[src/rtl/seg7_scan_driver_if.sv]
// rtl/seg7_scan_driver_if.sv - datapath/display-side signal bundle for the scan driver
interface seg7_scan_driver_if #(
   parameter int N_DIGITS = 4
);
   logic                    enable;
   logic                    load;
   logic [4*N_DIGITS-1:0]   value_in;
   logic [N_DIGITS-1:0]     dp_in;
   logic [N_DIGITS-1:0]     blank_in;
   logic [7:0]              seg_out;
   logic [N_DIGITS-1:0]     digit_out;
   logic                    pending;
   logic                    frame_done;

   modport master (
      output enable, load, value_in, dp_in, blank_in,
      input  seg_out, digit_out, pending, frame_done
   );

   modport slave (
      input  enable, load, value_in, dp_in, blank_in,
      output seg_out, digit_out, pending, frame_done
   );
endinterface

[src/rtl/seg7_scan_driver.sv]
// rtl/seg7_scan_driver.sv - multiplexed N-digit 7-segment scan driver with frame-synchronous double buffering
module seg7_scan_driver #(
   parameter int N_DIGITS       = 4,
   parameter int SCAN_DIV       = 50000,
   parameter bit SEG_ACTIVE_LOW = 1'b1,
   parameter bit DIG_ACTIVE_LOW = 1'b1
) (
   input  logic              clk,
   input  logic              rst_n,
   seg7_scan_driver_if.slave bus
);

   localparam int CNT_W = (SCAN_DIV > 1) ? $clog2(SCAN_DIV) : 1;
   localparam int IDX_W = (N_DIGITS > 1) ? $clog2(N_DIGITS) : 1;
   localparam logic [CNT_W-1:0]    LAST_CNT = CNT_W'(SCAN_DIV - 1);
   localparam logic [IDX_W-1:0]    LAST_IDX = IDX_W'(N_DIGITS - 1);
   localparam logic [7:0]          SEG_OFF  = SEG_ACTIVE_LOW ? 8'hFF : 8'h00;
   localparam logic [N_DIGITS-1:0] DIG_OFF  = {N_DIGITS{DIG_ACTIVE_LOW}};

   logic [CNT_W-1:0]      presc;
   logic [IDX_W-1:0]      idx;
   logic [4*N_DIGITS-1:0] act_val;
   logic [N_DIGITS-1:0]   act_dp;
   logic [N_DIGITS-1:0]   act_blank;
   logic [4*N_DIGITS-1:0] sh_val;
   logic [N_DIGITS-1:0]   sh_dp;
   logic [N_DIGITS-1:0]   sh_blank;
   logic                  pending_r;
   logic                  frame_done_r;
   logic [7:0]            seg_r;
   logic [N_DIGITS-1:0]   dig_r;

   logic                  tick;
   logic                  wrap;
   logic [3:0]            cur_nib;
   logic                  cur_dp;
   logic                  cur_blank;
   logic [N_DIGITS-1:0]   sel_onehot;
   logic [7:0]            seg_nxt;
   logic [N_DIGITS-1:0]   dig_nxt;

   function automatic logic [6:0] hex_to_seg(input logic [3:0] nib);
      logic [6:0] s;
      case (nib)
         4'h0: s = 7'h3F;
         4'h1: s = 7'h06;
         4'h2: s = 7'h5B;
         4'h3: s = 7'h4F;
         4'h4: s = 7'h66;
         4'h5: s = 7'h6D;
         4'h6: s = 7'h7D;
         4'h7: s = 7'h07;
         4'h8: s = 7'h7F;
         4'h9: s = 7'h6F;
         4'hA: s = 7'h77;
         4'hB: s = 7'h7C;
         4'hC: s = 7'h39;
         4'hD: s = 7'h5E;
         4'hE: s = 7'h79;
         default: s = 7'h71;
      endcase
      return s;
   endfunction

   always_comb begin
      tick = bus.enable && (presc == LAST_CNT);
      wrap = tick && (idx == LAST_IDX);
   end

   // Loop mux keeps the digit select in range for non-power-of-two N_DIGITS.
   always_comb begin
      cur_nib    = 4'h0;
      cur_dp     = 1'b0;
      cur_blank  = 1'b1;
      sel_onehot = '0;
      for (int k = 0; k < N_DIGITS; k++) begin
         if (idx == IDX_W'(k)) begin
            cur_nib       = act_val[4*k +: 4];
            cur_dp        = act_dp[k];
            cur_blank     = act_blank[k];
            sel_onehot[k] = 1'b1;
         end
      end
   end

   // Blanking first, pin polarity last.
   always_comb begin
      seg_nxt = 8'h00;
      dig_nxt = '0;
      if (bus.enable && !cur_blank) begin
         seg_nxt = {cur_dp, hex_to_seg(cur_nib)};
         dig_nxt = sel_onehot;
      end
      seg_nxt = seg_nxt ^ {8{SEG_ACTIVE_LOW}};
      dig_nxt = dig_nxt ^ {N_DIGITS{DIG_ACTIVE_LOW}};
   end

   always_ff @(posedge clk or negedge rst_n) begin
      if (!rst_n) begin
         presc <= '0;
         idx   <= '0;
      end else if (!bus.enable) begin
         presc <= '0;
         idx   <= '0;
      end else if (tick) begin
         presc <= '0;
         idx   <= (idx == LAST_IDX) ? '0 : idx + IDX_W'(1);
      end else begin
         presc <= presc + CNT_W'(1);
      end
   end

   // A load coinciding with the wrap tick lands in shadow after active took the old shadow.
   always_ff @(posedge clk or negedge rst_n) begin
      if (!rst_n) begin
         act_val   <= '0;
         act_dp    <= '0;
         act_blank <= '1;
         sh_val    <= '0;
         sh_dp     <= '0;
         sh_blank  <= '1;
         pending_r <= 1'b0;
      end else if (!bus.enable) begin
         if (bus.load) begin
            act_val   <= bus.value_in;
            act_dp    <= bus.dp_in;
            act_blank <= bus.blank_in;
            sh_val    <= bus.value_in;
            sh_dp     <= bus.dp_in;
            sh_blank  <= bus.blank_in;
            pending_r <= 1'b0;
         end
      end else begin
         if (wrap && pending_r) begin
            act_val   <= sh_val;
            act_dp    <= sh_dp;
            act_blank <= sh_blank;
         end
         if (bus.load) begin
            sh_val    <= bus.value_in;
            sh_dp     <= bus.dp_in;
            sh_blank  <= bus.blank_in;
            pending_r <= 1'b1;
         end else if (wrap) begin
            pending_r <= 1'b0;
         end
      end
   end

   always_ff @(posedge clk or negedge rst_n) begin
      if (!rst_n) begin
         seg_r        <= SEG_OFF;
         dig_r        <= DIG_OFF;
         frame_done_r <= 1'b0;
      end else begin
         seg_r        <= seg_nxt;
         dig_r        <= dig_nxt;
         frame_done_r <= wrap;
      end
   end

   assign bus.seg_out    = seg_r;
   assign bus.digit_out  = dig_r;
   assign bus.pending    = pending_r;
   assign bus.frame_done = frame_done_r;

endmodule

[src/flat_wrapper.sv]
// flat-port wrapper written by rule: the top's interface ports become plain ports
module seg7_scan_driver_flat 
#(
   parameter int N_DIGITS       = 4,
   parameter int SCAN_DIV       = 50000,
   parameter bit SEG_ACTIVE_LOW = 1'b1,
   parameter bit DIG_ACTIVE_LOW = 1'b1
)
  (clk, rst_n, bus_enable, bus_load, bus_value_in, bus_dp_in, bus_blank_in, bus_seg_out, bus_digit_out, bus_pending, bus_frame_done);
  seg7_scan_driver_if #(.N_DIGITS(N_DIGITS)) bus_i ();
  input  logic clk;
  input  logic rst_n;
  input wire logic [$bits(bus_i.enable)-1:0] bus_enable;
  input wire logic [$bits(bus_i.load)-1:0] bus_load;
  input wire logic [$bits(bus_i.value_in)-1:0] bus_value_in;
  input wire logic [$bits(bus_i.dp_in)-1:0] bus_dp_in;
  input wire logic [$bits(bus_i.blank_in)-1:0] bus_blank_in;
  output wire logic [$bits(bus_i.seg_out)-1:0] bus_seg_out;
  output wire logic [$bits(bus_i.digit_out)-1:0] bus_digit_out;
  output wire logic [$bits(bus_i.pending)-1:0] bus_pending;
  output wire logic [$bits(bus_i.frame_done)-1:0] bus_frame_done;
  assign bus_i.enable = bus_enable;
  assign bus_i.load = bus_load;
  assign bus_i.value_in = bus_value_in;
  assign bus_i.dp_in = bus_dp_in;
  assign bus_i.blank_in = bus_blank_in;
  assign bus_seg_out = bus_i.seg_out;
  assign bus_digit_out = bus_i.digit_out;
  assign bus_pending = bus_i.pending;
  assign bus_frame_done = bus_i.frame_done;
  seg7_scan_driver #(.N_DIGITS(N_DIGITS), .SCAN_DIV(SCAN_DIV), .SEG_ACTIVE_LOW(SEG_ACTIVE_LOW), .DIG_ACTIVE_LOW(DIG_ACTIVE_LOW)) u_core (.clk(clk), .rst_n(rst_n), .bus(bus_i));
endmodule
[config.mk]
export PLATFORM = sky130hd
export DESIGN_NAME = seg7_scan_driver_flat
export DESIGN_NICKNAME = d
export VERILOG_FILES = /design/src/rtl/seg7_scan_driver_if.sv /design/src/rtl/seg7_scan_driver.sv /design/src/flat_wrapper.sv
export SDC_FILE = /design/constraint.sdc
export NUM_CORES = 1
export LEC_CHECK = 0
export CAP_MARGIN = 15
export CORE_ASPECT_RATIO = 0.6
export CORE_UTILIZATION = 59
export CTS_BUF_LIST = sky130_fd_sc_hd__clkbuf_8
export DETAILED_ROUTE_END_ITERATION = 7
export DONT_BUFFER_PORTS = 1
export GPL_ROUTABILITY_DRIVEN = 0
export PLACE_DENSITY_LB_ADDON = 0.08
export SKIP_CTS_REPAIR_TIMING = 1
export SYNTH_ARGS = -nofsm -noshare
export SYNTH_HDL_FRONTEND = slang
export SYNTH_SLANG_ARGS = --single-unit
[constraint.sdc]
create_clock -name clk -period 2.2 [get_ports clk]
set_input_delay 0.11 -clock clk [delete_from_list [all_inputs] [get_ports clk]]
set_output_delay 0.11 -clock clk [all_outputs]
set_load 0.05 [all_outputs]
==> results of run 1 <==
-- metrics by stage --
step / std cells / hold WS [ps]
final: 478 / 28.53
after global routing: 478 / 29.41
after CTS: 445 / -566.4
after detailed placement: 429 / -184.6
after global placement: 429 / -184.2
after floorplan: 348 / -185.6
-- sequential cells by signal, summed over array words and instances, names as in the netlist --
register / flops
u_core.act_blank: 4
u_core.act_dp: 4
u_core.act_val: 16
u_core.bus.digit_out: 4
u_core.bus.frame_done: 1
u_core.bus.pending: 1
u_core.bus.seg_out: 8
u_core.idx: 2
u_core.presc: 16
u_core.sh_blank: 4
u_core.sh_dp: 4
u_core.sh_val: 16
-- power by group through the flow --
stage,registers [mW],logic [mW],clock network [mW]
floorplan,1.76,0.252,0
global placement,1.77,0.298,0
detailed placement,1.78,0.308,0
CTS,1.75,0.309,1.12
global route,1.77,0.462,1.18
finish,1.75,0.414,1.10
-- critical path, cell delays in order (launching register included) --
cell and delay (ps):
dfrtp_1 400, inv_2 50, ha_2 190, and2b_1 240, a22oi_2 80, a221oi_2 320
inv_2 120, ha_4 180, or3_1 340, o21ai_1 80, o21ai_1 70
-- placed cells by master, fill, tap and decap left out, types with 3 or more instances in the layout --
cell           netlist  layout
clkbuf_8             0       9
mux2_2              24      24
xnor2_1              8       8
and2_1               3       3
o22ai_1             24      24
nor3b_1              3       3
nor2_1              62      61
nor2b_1              4       4
inv_1               12       9
nand3_1              8       8
dfstp_2             20      20
xor2_1               6       6
inv_2                0       3
dlygate4sd3_1        0      26
o21ai_0              5       3
mux2i_1              6       6
nand2_1             25      24
dfrtp_1             60      60
buf_4                1      19
or3_1                3       3
ha_2                 0       3
nor3_1               5       5
ha_1                11       7
a211oi_1             9       9
-- final timing paths --
check | from | endpoint | slack (ps)
hold / removal | bus_value_in[12] | u_core.act_val[12]$_DFFE_PN0P_ | 30
setup reg to reg | u_core.idx[1]$_DFFE_PN0P_ | u_core.bus.seg_out[0]$_DFF_PN1_ | 50
max in group asynchronous | rst_n | u_core.act_blank[2]$_DFFE_PN1P_ | 1530
setup / recovery | u_core.idx[1]$_DFFE_PN0P_ | u_core.bus.seg_out[0]$_DFF_PN1_ | 50
hold reg to reg | u_core.sh_dp[1]$_DFFE_PN0P_ | u_core.sh_dp[1]$_DFFE_PN0P_ | 510
min in group asynchronous | rst_n | u_core.presc[14]$_DFF_PN0_ | 320
-- kinds of logic (layout without fill, tap and decap cells) --
group | count (synthesis) | after routing | synth area share
AOI/OAI and AO/OA | 56 | 56 | 0.1045
xor gates and xnor gates | 14 | 14 | 0.03253
and+or+nand+nor | 127 | 127 | 0.1626
DFF | 80 | 80 | 0.5377
muxes | 30 | 30 | 0.08762
buffers and inverters | 30 | 76 | 0.03850
adders and majority gates | 11 | 11 | 0.03651
-- routing by layer --
| layer | GRT usage | up-vias | part of all wire |
|---|---|---|---|
| li1 | - | 1294 | - |
| met1 | 0.3453 | 1349 | 0.51 |
| met2 | 0.3503 | 68 | 0.44 |
| met3 | 0.08163 | 2 | 0.047 |
| met4 | 0.04754 | 0 | 0.0033 |
| met5 | 0 | - | 0 |
-- cell type report --
cell class	instances	share of cell area
Clock buffer	9	0.02768
Clock inverter	7	0.01761
Inverter	12	0.01006
Multi-Input combinational cell	238	0.3651
Sequential cell	80	0.4529
Tap cell	84	0.02348
Timing Repair Buffer	48	0.1032
==> impl_metrics.json, run 1 <==
{
  "drt_iter0_drc": 153,
  "finClkSkew_ps": 10.67,
  "synth_edf_count": 0,
  "grt_antenna_before_repair": 0,
  "worst_slew_pin_slew_ps": 520.8,
  "slew-limit-headroom": 0.6515,
  "finalWorstSetupSlack_ps": 53.62,
  "drt-total-wl_mm": 7.547,
  "ys_ff_latch": 80,
  "vias": 2713,
  "worst_setup_path_start_kind": "register",
  "synthArstFlopShare": 1.000,
  "min_period_ps": 2146,
  "clk_pin_slew_ps": 80,
  "drt-wirelength-per-cell_microns": 15.79,
  "p_int_mw": 2.352,
  "post-route-period-util": 0.9756,
  "outcome": "finished clean",
  "rsz0062_at_grt": "yes",
  "pwr-share-clk": 0.336,
  "crit_path_end_kind": "register",
  "power_density_mw_per_mm2": 728.5,
  "synth.top_cell.area_share": 0.3983,
  "yosys.area.top_type": "dfrtp_1",
  "max_freq_mhz": 465.9,
  "clockBufferDepth": 2,
  "dp_slack_ps": -41.88,
  "ios": 42,
  "viasPerCell": 5.676,
  "synth_area_leaders": "dfrtp_1 (40%), dfstp_2 (14%), mux2_2 (7.2%), nor2_1 (6.2%), o22ai_1 (4.0%)",
  "grt_pass1_vias": 2560,
  "path_max_fanout": 4,
  "finalHoldViolations": 0,
  "port_buffers": 0,
  "cp.required_ps": 2480,
  "grt_pass1_wl_mm": 12.43,
  "start_util": 0.6141,
  "cts.htree.levels": 3,
  "drive_gt1_frac": 0.2513,
  "synth_area_sq_mm": 0.003770,
  "tns_ps": 0,
  "comb_power_share": 0.127,
  "grt_max_degree": 81,
  "clkSinkCount": 80,
  "utilization": 0.7291,
  "fillerInstances": 451,
  "chipWidth_microns": 105.2,
  "ys_seq_area_frac": 0.5377,
  "cts_buffers": 9,
  "synth_cells": 348,
  "rows": 22,
  "antenna_left": 0,
  "total_power_mw": 3.261,
  "setup_viol": 0,
  "synth.distinct_cells": 46,
  "yosysWarnings": 0,
  "cts_tree": "done",
  "syn_nets": 387,
  "hold_path_depth": 2,
  "cts_root_buffer": "clkbuf_8",
  "p_sw_uw": 908.2,
  "grt_overflow_total": 0,
  "regArea_sq_mm": 0.002027,
  "dpl_cell_area_sq_mm": 0.003887,
  "dp_hpwl_mm": 5.097,
  "worstRegToRegCells": 10,
  "worst_skew_pair.late_latency_ps": 350,
  "vdd_drop_max_uv": 463.4,
  "min_path_type": "in2reg",
  "maxCapViolCount": 0,
  "synthFlopType": "dfrtp_1",
  "n_antenna_cell": 0,
  "grt_usage": 0.2388,
  "maxSlewViolCount": 0,
  "fin_area_sq_mm": 0.004476,
  "dieArea_sq_mm": 0.006724,
  "syn_avg_cell_area_sq_um": 10.83,
  "p_leak_nw": 1.848,
  "nets": 428,
  "crit_type": "reg2reg",
  "synth_common_cells": "nor2_1 (62), dfrtp_1 (60), nand2_1 (25)",
  "netSwitchingFraction": 0.2786,
  "core_sq_mm": 0.006138,
  "seq_power_share": 0.537,
  "die_y_microns": 63.92,
  "syn2layout_area_growth_pct": 18.72,
  "drc": 0,
  "worstPathArrival_ps": 2420,
  "multi_input_area_sq_mm": 0.001634,
  "first_pass_iters": 4,
  "yosysMostFrequentCell": "nor2_1"
}
Note: power is estimated with default switching activity, not from simulation.
==> inputs of run 2 (changes only) <==
Settings changed: BUFFER_PORTS_ARGS set to -buffer_cell sky130_fd_sc_hd__buf_2, CORE_UTILIZATION 59 to 55, DONT_BUFFER_PORTS 1 to unset.
==> run 2 against run 1 <==
Critical path depth down 1. Power up 3.6%. Critical path type unchanged. Register-to-register slack worse by 30 ps. Global-route usage down 0.17 points. Count of clock-buffer cells in the layout up 1. Utilization down 0.85 points. Hold slack worse by 25 ps. Fmax down 1.5%. Flip-flop and latch count unchanged. Combinational power up 22%.
==> impl_metrics.json, run 2 (synthesis gave the netlist of run 1 again) <==
{
  "outcome": "finished clean",
  "grt_usage": 0.2371,
  "clk_pin_slew_ps": 80,
  "vdd_drop_max_uv": 632.5,
  "finClkSkew_ps": 7.902,
  "path_max_fanout": 4,
  "core_sq_mm": 0.006359,
  "drive_gt1_frac": 0.3302,
  "grt_max_degree": 45,
  "post-route-period-util": 0.9900,
  "cts_buffers": 9,
  "clkSinkCount": 80,
  "syn2layout_area_growth_pct": 21.54,
  "grt_overflow_total": 0,
  "chipWidth_microns": 108.9,
  "worstRegToRegCells": 9,
  "seq_power_share": 0.500,
  "first_pass_iters": 4,
  "min_period_ps": 2178,
  "rsz0062_at_grt": "yes",
  "fin_hold_ws_ps": 3.861,
  "fillerInstances": 455,
  "grt_pass1_vias": 2612,
  "crit_type": "reg2reg",
  "power_density_mw_per_mm2": 737.0,
  "antenna_left": 0,
  "vias": 2773,
  "maxSlewViolCount": 0,
  "netSwitchingFraction": 0.2625,
  "drt-wirelength-per-cell_microns": 15.51,
  "utilization": 0.7206,
  "layout_commonest_cell": "nor2_1",
  "cts_root_buffer": "clkbuf_8",
  "tns_ps": 0,
  "n_antenna_cell": 0,
  "cts_tree": "done",
  "ios": 42,
  "grt_pass1_wl_mm": 12.66,
  "total_power_mw": 3.377,
  "setup_viol": 0,
  "finalHoldViolations": 0,
  "drc": 0,
  "cp.required_ps": 2490,
  "rows": 22,
  "crit_path_end_kind": "register",
  "final_cell_mix": "nor2_1 (61), dfrtp_1 (59), buf_2 (40)",
  "rrSetupSlack_ps": 20,
  "min_path_type": "in2reg",
  "worst_slew_pin_slew_ps": 529.3,
  "clockBufferDepth": 2,
  "grt_antenna_before_repair": 0,
  "dieArea_sq_mm": 0.007200,
  "p_int_mw": 2.490,
  "max_freq_mhz": 459.1,
  "worst_skew_pair.late_latency_ps": 360,
  "dpl_cell_area_sq_mm": 0.004123,
  "cts.htree.levels": 3,
  "p_sw_uw": 886.4,
  "hold_path_depth": 2,
  "worst_setup_path_start_kind": "register",
  "drt_iter0_drc": 134,
  "slew-limit-headroom": 0.6458,
  "viasPerCell": 5.459,
  "pwr-share-clk": 0.350,
  "fin_area_sq_mm": 0.004582,
  "nets": 458,
  "cp-endpoint": "u_core.bus.seg_out[3]$_DFF_PN1_",
  "comb_power_share": 0.150,
  "reg2reg_from": "u_core.idx[1]$_DFFE_PN0P_",
  "worstPathArrival_ps": 2460,
  "rr_endpoint": "u_core.bus.seg_out[3]$_DFF_PN1_",
  "p_leak_nw": 1.954,
  "port_buffers": 41,
  "dp_hpwl_mm": 5.287,
  "maxCapViolCount": 0,
  "biggestRegsByFlops": "u_core.act_val (16), u_core.presc (16), u_core.sh_val (16)",
  "die_y_microns": 66.13,
  "drt-total-wl_mm": 7.877,
  "start_util": 0.5929,
  "startpoint": "u_core.idx[1]$_DFFE_PN0P_"
}
-- run 2: changes by cell type in the layout (fill, tap and decap cells not counted), sizes merged --
cell         change
bufinv           +1
dlygate4sd3     -10
inv              -1
clkinv           -1
clkbuf           +1
buf             +40
-- run 2: layout make-up --
| class | count | area, sq um | area share |
|---|---|---|---|
| Sequential cell | 80 | 2028 | 0.4427 |
| Multi-Input combinational cell | 238 | 1644 | 0.3588 |
| Timing Repair Buffer | 78 | 538.0 | 0.1174 |
| Clock buffer | 10 | 137.6 | 0.03004 |
| Tap cell | 84 | 105.1 | 0.02294 |
| Clock inverter | 6 | 83.83 | 0.01830 |
| Inverter | 12 | 45.04 | 0.009831 |
-- run 2: per-stage QoR --
stage	worst slack (ps)	instances
floorplan	17.33	348
global placement	70.84	472
detailed placement	-52.07	472
CTS	-41.64	488
global route	-125.9	508
finish	21.99	508
-- run 2: critical path: stages (launching register included) --
cell,delay [ps]
dfrtp_1,410
inv_2,80
ha_4,170
and2b_1,220
a22oi_2,80
a221oi_2,350
inv_2,130
ha_1,310
o21ai_0,110
o31a_1,260
-- run 2: worst min-delay path by stage --
stage | startpoint | endpoint | slack [ps]
detailed placement | rst_n | u_core.sh_val[13]$_DFFE_PN0P_ | 110
global route | bus_dp_in[2] | u_core.sh_dp[2]$_DFFE_PN0P_ | 0.4
CTS | rst_n | u_core.sh_val[13]$_DFFE_PN0P_ | -290
global placement | rst_n | u_core.sh_val[13]$_DFFE_PN0P_ | 100
floorplan | rst_n | u_core.act_dp[0]$_DFFE_PN0P_ | -190
finish | bus_value_in[2] | u_core.sh_val[2]$_DFFE_PN0P_ | 4
-- run 2: metal layers --
layer	GRT usage	vias up	part of all wire
li1	-	1354	-
met1	0.3574	1351	0.51
met2	0.3270	62	0.44
met3	0.07291	6	0.046
met4	0.06081	0	0.0056
met5	0	-	0
-- run 2: power groups by stage --
stage / combinational, mW / clock [mW] / sequential, mW
after floorplan: 0.252 / 0 / 1.76
after global placement: 0.447 / 0 / 1.71
after detailed placement: 0.463 / 0 / 1.71
after CTS: 0.465 / 1.21 / 1.68
after global routing: 0.559 / 1.27 / 1.70
final: 0.506 / 1.18 / 1.69
==> inputs of run 3 (changes only) <==
Settings changed: PLACE_DENSITY set to 0.85, PLACE_DENSITY_LB_ADDON 0.08 to unset.
==> run 3 against run 2 <==
Sequential share of layout area down 0.35 points. Clock power decreased by 10%. Hold slack got worse by 1.0 ps. Cell count is 1.2% higher. Fmax is 1.3% higher. Via count rose by 2.2%. Utilization up 0.57 points. Sequential power about the same. Register-to-register slack gained 30 ps. Power fell by 3.6%. Critical path type unchanged. Largest cell class unchanged. Largest power group unchanged. Highest routed layer unchanged.
==> impl_metrics.json, run 3 (synthesis gave the netlist of run 1 again) <==
{
  "outcome": "finished clean",
  "total_power_mw": 3.255,
  "finalHoldViolations": 0,
  "port_buffers": 41,
  "maxCapViolCount": 0,
  "dpl_cell_area_sq_mm": 0.004123,
  "worst_skew_pair.late_latency_ps": 370,
  "grt_usage": 0.2420,
  "vdd_drop_max_uv": 517.4,
  "cts_root_buffer": "clkbuf_8",
  "grt_antenna_before_repair": 0,
  "dieArea_sq_mm": 0.007200,
  "rr_endpoint": "u_core.bus.seg_out[0]$_DFF_PN1_",
  "viasPerCell": 5.516,
  "worstPathArrival_ps": 2450,
  "cts_buffers": 9,
  "dp_hpwl_mm": 5.405,
  "reg2reg_from": "u_core.idx[1]$_DFFE_PN0P_",
  "fin_area_sq_mm": 0.004618,
  "finClkSkew_ps": 6.110,
  "drt_iter0_drc": 146,
  "setup_viol": 0,
  "fin_hold_ws_ps": 2.834,
  "slew-limit-headroom": 0.6188,
  "drc": 0,
  "max_freq_mhz": 465.0,
  "cts.htree.levels": 3,
  "worst_setup_path_start_kind": "register",
  "drt-total-wl_mm": 8.150,
  "core_sq_mm": 0.006359,
  "final_cell_mix": "nor2_1 (61), dfrtp_1 (59), buf_2 (40)",
  "hold-path-endpoint": "u_core.sh_val[14]$_DFFE_PN0P_",
  "power_density_mw_per_mm2": 704.8,
  "biggestRegsByFlops": "u_core.act_val (16), u_core.presc (16), u_core.sh_val (16)",
  "die_y_microns": 66.13,
  "drt-wirelength-per-cell_microns": 15.86,
  "clockBufferDepth": 2,
  "worst_slew_pin_slew_ps": 569.7,
  "cts_tree": "done",
  "hold_path_depth": 2,
  "maxSlewViolCount": 0,
  "grt_overflow_total": 0,
  "path_max_fanout": 3,
  "instances_no_fill": 514,
  "dp.cells": 472,
  "crit_path_end_kind": "register",
  "post-route-period-util": 0.9775,
  "syn2layout_area_growth_pct": 22.50,
  "drive_gt1_frac": 0.3233,
  "antenna_left": 0,
  "min_path_type": "in2reg",
  "clkSinkCount": 80,
  "vias": 2835,
  "ios": 42,
  "n_antenna_cell": 0,
  "nets": 464,
  "crit_type": "reg2reg",
  "start_util": 0.5929,
  "tns_ps": 0,
  "grt_pass1_wl_mm": 12.83,
  "grt_max_degree": 44,
  "rrSetupSlack_ps": 50,
  "layout_commonest_cell": "nor2_1",
  "chipWidth_microns": 108.9,
  "clk_pin_slew_ps": 80,
  "cp.required_ps": 2500,
  "rows": 22,
  "grt_pass1_vias": 2668,
  "p_leak_nw": 1.962,
  "min_period_ps": 2151,
  "worstRegToRegCells": 10,
  "first_pass_iters": 4,
  "hp-start": "bus_value_in[14]"
}
## run 3: critical path, stage by stage (launching register included)
cell and delay [ps]:
dfrtp_1 400, inv_2 90, ha_4 170, and2b_1 200, a22oi_1 70, a221oi_2 330, inv_2 100, ha_2 190
or3_1 380, o21ai_1 80, o21ai_1 80
## run 3: area by class of cell
| type | instances | area (sq um) |
|---|---|---|
| fillers | 440 | 1740 |
| clock inverters | 7 | 71.32 |
| flip-flops and latches | 80 | 2028 |
| inverters | 12 | 45.04 |
| repair buffers | 84 | 600.6 |
| well taps | 84 | 105.1 |
| multi-input cells | 238 | 1644 |
| clock buffers | 9 | 123.9 |
## run 3: worst max-delay path by stage
stage	endpoint	cells after the start	slack, ps	from
final	u_core.bus.seg_out[0]$_DFF_PN1_	10	50	u_core.idx[1]$_DFFE_PN0P_
after CTS	u_core.bus.seg_out[0]$_DFF_PN1_	10	-30	u_core.idx[1]$_DFFE_PN0P_
after floorplan	u_core.bus.seg_out[0]$_DFF_PN1_	10	20	u_core.idx[0]$_DFFE_PN0P_
after global routing	u_core.bus.seg_out[3]$_DFF_PN1_	9	-10	u_core.idx[0]$_DFFE_PN0P_
after detailed placement	u_core.bus.seg_out[0]$_DFF_PN1_	10	-20	u_core.idx[1]$_DFFE_PN0P_
after global placement	u_core.bus.seg_out[0]$_DFF_PN1_	10	60	u_core.idx[1]$_DFFE_PN0P_
## run 3: metal layers
layer	track usage	routed length [microns]	share of wire	vias up
li1	-	-	-	1366
met1	0.3560	3971	0.49	1357
met2	0.3325	3552	0.44	98
met3	0.07882	486	0.060	14
met4	0.08108	139	0.017	0
met5	0	0	0	-
## run 3: power breakdown
group | total (mW) | switching, mW | internal (mW)
registers | 1.69 | 0.0703 | 1.62
clock network | 1.06 | 0.542 | 0.523
logic | 0.503 | 0.290 | 0.212
total | 3.25 | 0.902 | 2.35
## run 3: metrics by stage
step	worst slack [ps]	utilization
floorplan	17.33	-
detailed placement	-17.35	0.6484
CTS	-33.03	0.6791
global route	-13.17	0.7263
global placement	60.55	0.6484
finish	49.45	0.7263
